[config.mk]
export PLATFORM = sky130hd
export DESIGN_NAME = inst_fetch_queue
export DESIGN_NICKNAME = d
export VERILOG_FILES = /design/src/rtl/inst_fetch_queue.sv
export SDC_FILE = /design/constraint.sdc
export NUM_CORES = 1
export LEC_CHECK = 0
export ABC_CLOCK_PERIOD_IN_PS = 8950
export CAP_MARGIN = 10
export CORE_MARGIN = 10
export CORE_UTILIZATION = 50
export DETAILED_ROUTE_END_ITERATION = 7
export PLACE_DENSITY_LB_ADDON = 0.25
export SLEW_MARGIN = 20
export SYNTH_ARGS = -nofsm -noshare
export SYNTH_HDL_FRONTEND = slang
export SYNTH_SLANG_ARGS = --single-unit
[constraint.sdc]
create_clock -name clk -period 8.95 [get_ports clk]
set_clock_uncertainty 0.05 [all_clocks]
set_input_delay 1.79 -clock clk [delete_from_list [all_inputs] [get_ports clk]]
set_output_delay 1.79 -clock clk [all_outputs]
set_load 0.005 [all_outputs]
[src/rtl/inst_fetch_queue.sv]
// Fetch stage: PC generation, in-order instruction memory requests and a DEPTH-entry {pc, instr} queue to decode.
// Optional opcode predecode per entry is enabled by defining FQ_PREDECODE_EN.
module inst_fetch_queue #(
  parameter int unsigned DEPTH    = 4,
  parameter logic [31:0] RESET_PC = 32'h0000_0000
) (
  input  logic        clk,
  input  logic        rst_n,
  output logic        imem_req_valid,
  input  logic        imem_req_ready,
  output logic [31:0] imem_addr,
  input  logic        imem_rsp_valid,
  input  logic [31:0] imem_rsp_data,
  input  logic        redirect_valid,
  input  logic [31:0] redirect_pc,
  output logic        dec_valid,
  input  logic        dec_ready,
  output logic [31:0] dec_instr,
  output logic [31:0] dec_pc,
  output logic [31:0] dec_pc_plus4,
  output logic [2:0]  dec_imm_src
);

  localparam int unsigned AW = $clog2(DEPTH);
  localparam int unsigned CW = AW + 1;
  localparam logic [CW:0] DEPTH_W = (CW + 1)'(DEPTH);
  localparam logic [CW-1:0] DEPTH_C = CW'(DEPTH);

  logic [31:0]   pc;
  logic [31:0]   rsp_pc;
  logic [CW-1:0] count;
  logic [CW-1:0] inflight;
  logic [CW-1:0] discard;
  logic [AW-1:0] head;
  logic [AW-1:0] tail;
  logic [31:0]   pc_mem    [DEPTH];
  logic [31:0]   instr_mem [DEPTH];

  logic [CW:0]   used;
  logic          accept;
  logic          pop;
  logic          drop;
  logic          push;
  logic [31:0]   redirect_base;

  // Queue occupancy plus live (non-discarded) requests bounds new requests.
  assign used           = {1'b0, count} + {1'b0, CW'(inflight - discard)};
  assign imem_req_valid = rst_n && !redirect_valid && (used < DEPTH_W);
  assign imem_addr      = pc;
  assign accept         = imem_req_valid && imem_req_ready;
  assign dec_valid      = (count != '0);
  assign pop            = dec_valid && dec_ready;
  assign drop           = (discard != '0);
  assign push           = imem_rsp_valid && !redirect_valid && !drop;
  assign redirect_base  = {redirect_pc[31:2], 2'b00};

  assign dec_pc       = pc_mem[head];
  assign dec_instr    = instr_mem[head];
  assign dec_pc_plus4 = dec_pc + 32'd4;

`ifdef FQ_PREDECODE_EN
  logic [2:0] src_mem [DEPTH];
  logic [2:0] rsp_src;

  // Immediate format from the opcode of the returning instruction.
  always_comb begin
    rsp_src = 3'b000;
    case (imem_rsp_data[6:0])
      7'b0100011:             rsp_src = 3'b001;
      7'b1100011:             rsp_src = 3'b010;
      7'b0110111, 7'b0010111: rsp_src = 3'b011;
      7'b1101111:             rsp_src = 3'b100;
      default:                rsp_src = 3'b000;
    endcase
  end

  always_ff @(posedge clk) begin
    if (!rst_n) begin
      for (int unsigned i = 0; i < DEPTH; i++) src_mem[i] <= 3'b000;
    end else if (push) begin
      src_mem[tail] <= rsp_src;
    end
  end

  assign dec_imm_src = src_mem[head];
`else
  assign dec_imm_src = 3'b000;
`endif

  // Fetch and queue state; redirect overrides every other update.
  always_ff @(posedge clk) begin
    if (!rst_n) begin
      pc       <= RESET_PC;
      rsp_pc   <= RESET_PC;
      count    <= '0;
      inflight <= '0;
      discard  <= '0;
      head     <= '0;
      tail     <= '0;
      for (int unsigned i = 0; i < DEPTH; i++) begin
        pc_mem[i]    <= '0;
        instr_mem[i] <= '0;
      end
    end else if (redirect_valid) begin
      pc       <= redirect_base;
      rsp_pc   <= redirect_base;
      count    <= '0;
      head     <= '0;
      tail     <= '0;
      inflight <= inflight - CW'(imem_rsp_valid);
      discard  <= inflight - CW'(imem_rsp_valid);
    end else begin
      if (accept) pc <= pc + 32'd4;
      inflight <= inflight + CW'(accept) - CW'(imem_rsp_valid);
      if (imem_rsp_valid && drop) discard <= discard - CW'(1);
      if (push) begin
        pc_mem[tail]    <= rsp_pc;
        instr_mem[tail] <= imem_rsp_data;
        tail            <= tail + AW'(1);
        rsp_pc          <= rsp_pc + 32'd4;
      end
      if (pop) head <= head + AW'(1);
      count <= count + CW'(push) - CW'(pop);
    end
  end

  // The credit rule must make a push into a full queue impossible.
  always_ff @(posedge clk) begin
    if (rst_n && push) begin
      assert (count < DEPTH_C) else $error("inst_fetch_queue: push into full queue");
    end
  end

endmodule

### Word level (Yosys, flattened, before mapping)

Memory sizes are Yosys's and may differ from the RTL's. A register that Yosys moved wholly into a read port is not among the register bits.
Cells that the tools add are included.

| word-level totals | value |
|---|---|
| logic and storage cells | 65 |
| memory bits (writable) | 256 |
| memories kept | 2 |
| bits of input ports | 70 |
| register bits after elaboration | 77 |

| operators by class | value |
|---|---|
| bitwise operators | 1 |
| muxes and demuxes | 22 |
| reduce and logical (&&, ||, !) cells | 17 |
| add/sub/neg operators | 13 |
| $lt $le $gt $ge | 1 |

Memory list:

| name | depth | bits a word | read ports | clocked after memory_dff | write ports | RTL line | source |
|---|---|---|---|---|---|---|---|
| instr_mem | 4 | 32 | 1 | 1 | 4 | 37 | `logic [31:0] instr_mem [DEPTH];` |
| pc_mem | 4 | 32 | 1 | 1 | 4 | 36 | `logic [31:0] pc_mem [DEPTH];` |

Operators with widths:

| cell | count |
|---|---|
| $mux 32 | 6 |
| $add 32x3->32 const B | 3 |
| $reduce_or 32->1 | 2 |
| $mux 2 | 6 |
| $mux 3 | 3 |
| $sub 3x1->3 | 3 |
| $logic_and 1x1->1 | 7 |
| $mux 1 | 7 |
| $add 3x1->3 | 2 |
| $reduce_bool 2->1 | 3 |
| $reduce_bool 3->1 | 2 |
| $add 2x1->2 const B | 2 |
| $add 3x3->4 | 1 |
| $lt 4x3->1 const B | 1 |
| $sub 3x1->3 const B | 1 |
| $sub 3x3->3 | 1 |
| $logic_not 1->1 | 2 |
| $reduce_or 2->1 | 1 |
| $not 1->1 | 1 |

### Logic depth before layout (Yosys ltp)

| logic depth | value |
|---|---|
| word-level depth | 9 |
| depth in mapped cells | 19 |
| gate-level depth less buffers | 18 |

### Worst setup path after synthesis

No wires, ideal clock.

| timing | value |
|---|---|
| path type | input to register |
| from | input port imem_rsp_valid |
| to | memory instr_mem[1][0] (enable) |
| path slack | 1567 ps |
| arrival time | 6765 ps |
| cell stages on the path | 5 |
| cell sequence | and3b_1 -> clkbuf_1 -> buf_2 -> nand2_1 -> o21ai_0 |

RTL lines:

| element | RTL line | source |
|---|---|---|
| start: declaration | 12 | `input logic imem_rsp_valid,` |
| end: declaration | 37 |  |

==> key figures <==
Status
  • Status: finished clean

Placement
  • GPL Wtd Cong: 0.8464
  • Port Buf Inserts: 191
  • DP HPWL: 23.54 mm
  • Placed insts: 1752

Critical path
  • CP Max Fanout: 62
  • Req. time, crit path: 7.11 ns
  • Startpoint types: flip-flop
  • Kind of cell adding the most delay to the critical path: flip-flops
  • Crit-path cells: mux4_2, ha_1, and4_4, nand4_4, nor4_1, xor2_1, clkdlybuf4s50_1
  • Worst EP arrival: 3.73 ns
  • CP max stage cell: dfxtp_4
  • Worst Path Class, Setup: reg2out
  • Slowest stage delay, CP: 1.00 ns
  • Worst setup EP type: output pin
  • WP buf/inv: 1

Synthesis
  • YS warnings: 0
  • Synth top area cells: edfxtp_1, dfxtp_1, mux4_2
  • Most common cell in the netlist: edfxtp_1
  • Dominant synthesized flop cell: edfxtp_1
  • Synthesized area: 14900 sq um
  • Top cell type's share of synthesized area: 0.4997
  • Flops & latches, synth: 323
  • Ys async rst share: 0
  • EDFF count, synth: 248
  • Commonest cells post-synth: edfxtp_1, nor2_1, nand2_1
  • Synth Instances: 1219
  • Post-synth top area cell: edfxtp_1
  • Post-synthesis sequential area ratio: 0.6005
  • Count of unique library cells instantiated by Yosys: 52
  • Syn avg cell area: 12.23 sq um

Drt
  • Drt first pass iters: 4
  • Starting DRT DRC Count: 791
  • Post-route ant nets: 0
  • Detailed-route via count: 9930
  • Wire per inst: 20.28 um
  • Post-route DRC violation count: 0
  • Number of vias per cell: 5.483
  • Final wirelength: 36.73 mm

Clock tree
  • CTS root buffer: clkbuf_16
  • Post-CTS Resized: 0
  • Worst-skew pair later-pin latency: 0.50 ns
  • Max H-tree Level: 2
  • Number of clock buffers inserted by TritonCTS: 34
  • Clk buf depth: 3
  • Worst-path clk slew: 0.06 ns
  • CTS sink cnt: 323
  • CTS tree: yes
  • Postcts setup bufs: 0
  • # hold bufs at CTS: 0

Floorplanning
  • Std-Cell Rows: 63
  • Core area: 29560 sq um
  • Die height: 192.6 um
  • Full die area: 37110 sq um
  • Width of the die: 192.6 um
  • Initial core utilization: 0.5042
  • I/O pin total: 203

Global route
  • Largest net degree at the start of global routing: 63
  • GRT overflow: 0
  • Gr usage total: 0.1963
  • Initial antenna violation count: 0
  • First-pass GRT wire length: 57.01 mm
  • Vias in the first global route: 10250

Pwr
  • Pleak: 6.752 nW
  • Final Power: 3.475 mW
  • PD cells: 190.7 nW/um^2
  • VDD IR-drop max: 0.0001173 V

Cells and area
  • Post-Layout Cell Count: 1811
  • Layout cells sized above 1: 0.1013
  • Net count, final: 1485
  • Area growth syn-to-layout: 22.26%
  • Fill count: 2374
  • Ant diodes: 0

STA
  • Max_slew headroom: 0.3158
  • Setup Total Neg Slack: 0 ns
  • F_max: 0.1796 GHz
  • Period utilization: 0.6221
  • Max-slew violations: 0
  • RSZ-0062 raised after global routing: false
  • Final min period: 5.568 ns
  • Final setup fails: 0
  • Fin. Hold Viols: 0
  • Actual slew at the worst max-slew pin: 1.026 ns

Hold path
  • Worst Hold Class: reg2reg

Run
  • Max-cap violations: 0
## routing by layer
layer | share of wire | vias to the layer above | track usage
li1 | - | 4690 | -
met1 | 0.43 | 4900 | 0.2591
met2 | 0.49 | 309 | 0.3324
met3 | 0.069 | 31 | 0.03632
met4 | 0.011 | 0 | 0.03995
met5 | 0 | - | 0
## final timing paths
| path | startpoint | end | slack [ns] | cells after the start |
|---|---|---|---|---|
| setup / recovery | flip-flop | dec_pc_plus4[30] | 3.38 | 7 |
| hold / removal | imem_addr[3] | imem_addr[3] | 0.48 | 2 |
| setup reg to reg | inflight[0] | inflight[2] | 4.54 | 18 |
| hold reg to reg | imem_addr[3] | imem_addr[3] | 0.48 | 2 |
## through the flow
| step | hold slack (ns) | worst slack (ns) | area (sq um) | util |
|---|---|---|---|---|
| 2_1_floorplan | 0.4347 | 1.567 | 14930 | - |
| 3_3_place_gp | 0.4539 | 3.423 | 17140 | 0.5797 |
| 3_5_place_dp | 0.4707 | 3.371 | 17160 | 0.5806 |
| 4_1_cts | 0.4816 | 3.335 | 18220 | 0.6164 |
| 5_1_grt | 0.5151 | 3.157 | 18220 | 0.6164 |
| 6_report | 0.4843 | 3.382 | 18220 | 0.6164 |
## kinds of logic (layout without fill, tap and decap cells)
family / count (synthesis) / count (layout) / share of synthesized area
and+or+nand+nor: 463 / 463 / 0.1524
DFF: 323 / 323 / 0.6005
buffers and inverters: 155 / 349 / 0.04534
AOI/OAI and AO/OA: 109 / 109 / 0.03929
xor gates and xnor gates: 89 / 89 / 0.05230
muxes: 62 / 62 / 0.09420
adders and majority gates: 17 / 17 / 0.01578
other: 1 / 9 / 0.0002516
## report_power, final
group | leakage [nW] | internal (mW) | switching, mW
Clock | 0.507 | 0.786 | 0.563
Combinational | 3.06 | 0.187 | 0.194
Sequential | 3.19 | 1.69 | 0.0523
## worst register-to-register path, stage by stage (launching register included)
cell and delay, ns:
dfxtp_1 0.31, inv_1 0.08, ha_1 0.15, inv_1 0.05, fa_1 0.38, xnor2_1 0.19
xnor2_1 0.15, ha_1 0.25, nor3_1 0.24, and4_1 0.56, inv_1 0.37, ha_1 0.39
inv_1 0.04, ha_1 0.19, fa_1 0.39, xor2_1 0.15, o21ai_0 0.19, xnor2_1 0.14
nor2_1 0.05
## registers in the layout, summed over array words and instances (netlist names), named ones only
register   count
count          3
discard        3
head           2
imem_addr     30
inflight       3
instr_mem    128
pc_mem       120
rsp_pc        30
tail           2
## layout make-up
cell class	instances	area (sq um)	area share
clock buffers	44	919.6	0.05047
clock inverters	15	138.9	0.007622
inverters	86	322.8	0.01772
multi-input cells	749	5366	0.2945
flip-flops and latches	323	8956	0.4915
well taps	390	488.0	0.02678
repair buffers	204	2029	0.1114
## layout by cell type, fill, tap and decap left out, types with 14 or more instances in the layout
master and n:
edfxtp_1 248, clkdlybuf4s50_1 191, nor2_1 168, nand2_1 105
inv_1 85, dfxtp_1 73, mux4_2 60, xnor2_1 54
a21oi_1 50, and2_1 45, o21ai_0 36, xor2_1 35
clkbuf_16 35, nand3_1 28, nor3_1 25, nand4_1 18
nor4_1 15, ha_1 14
No activity file was read; power rests on OpenSTA's default activity.
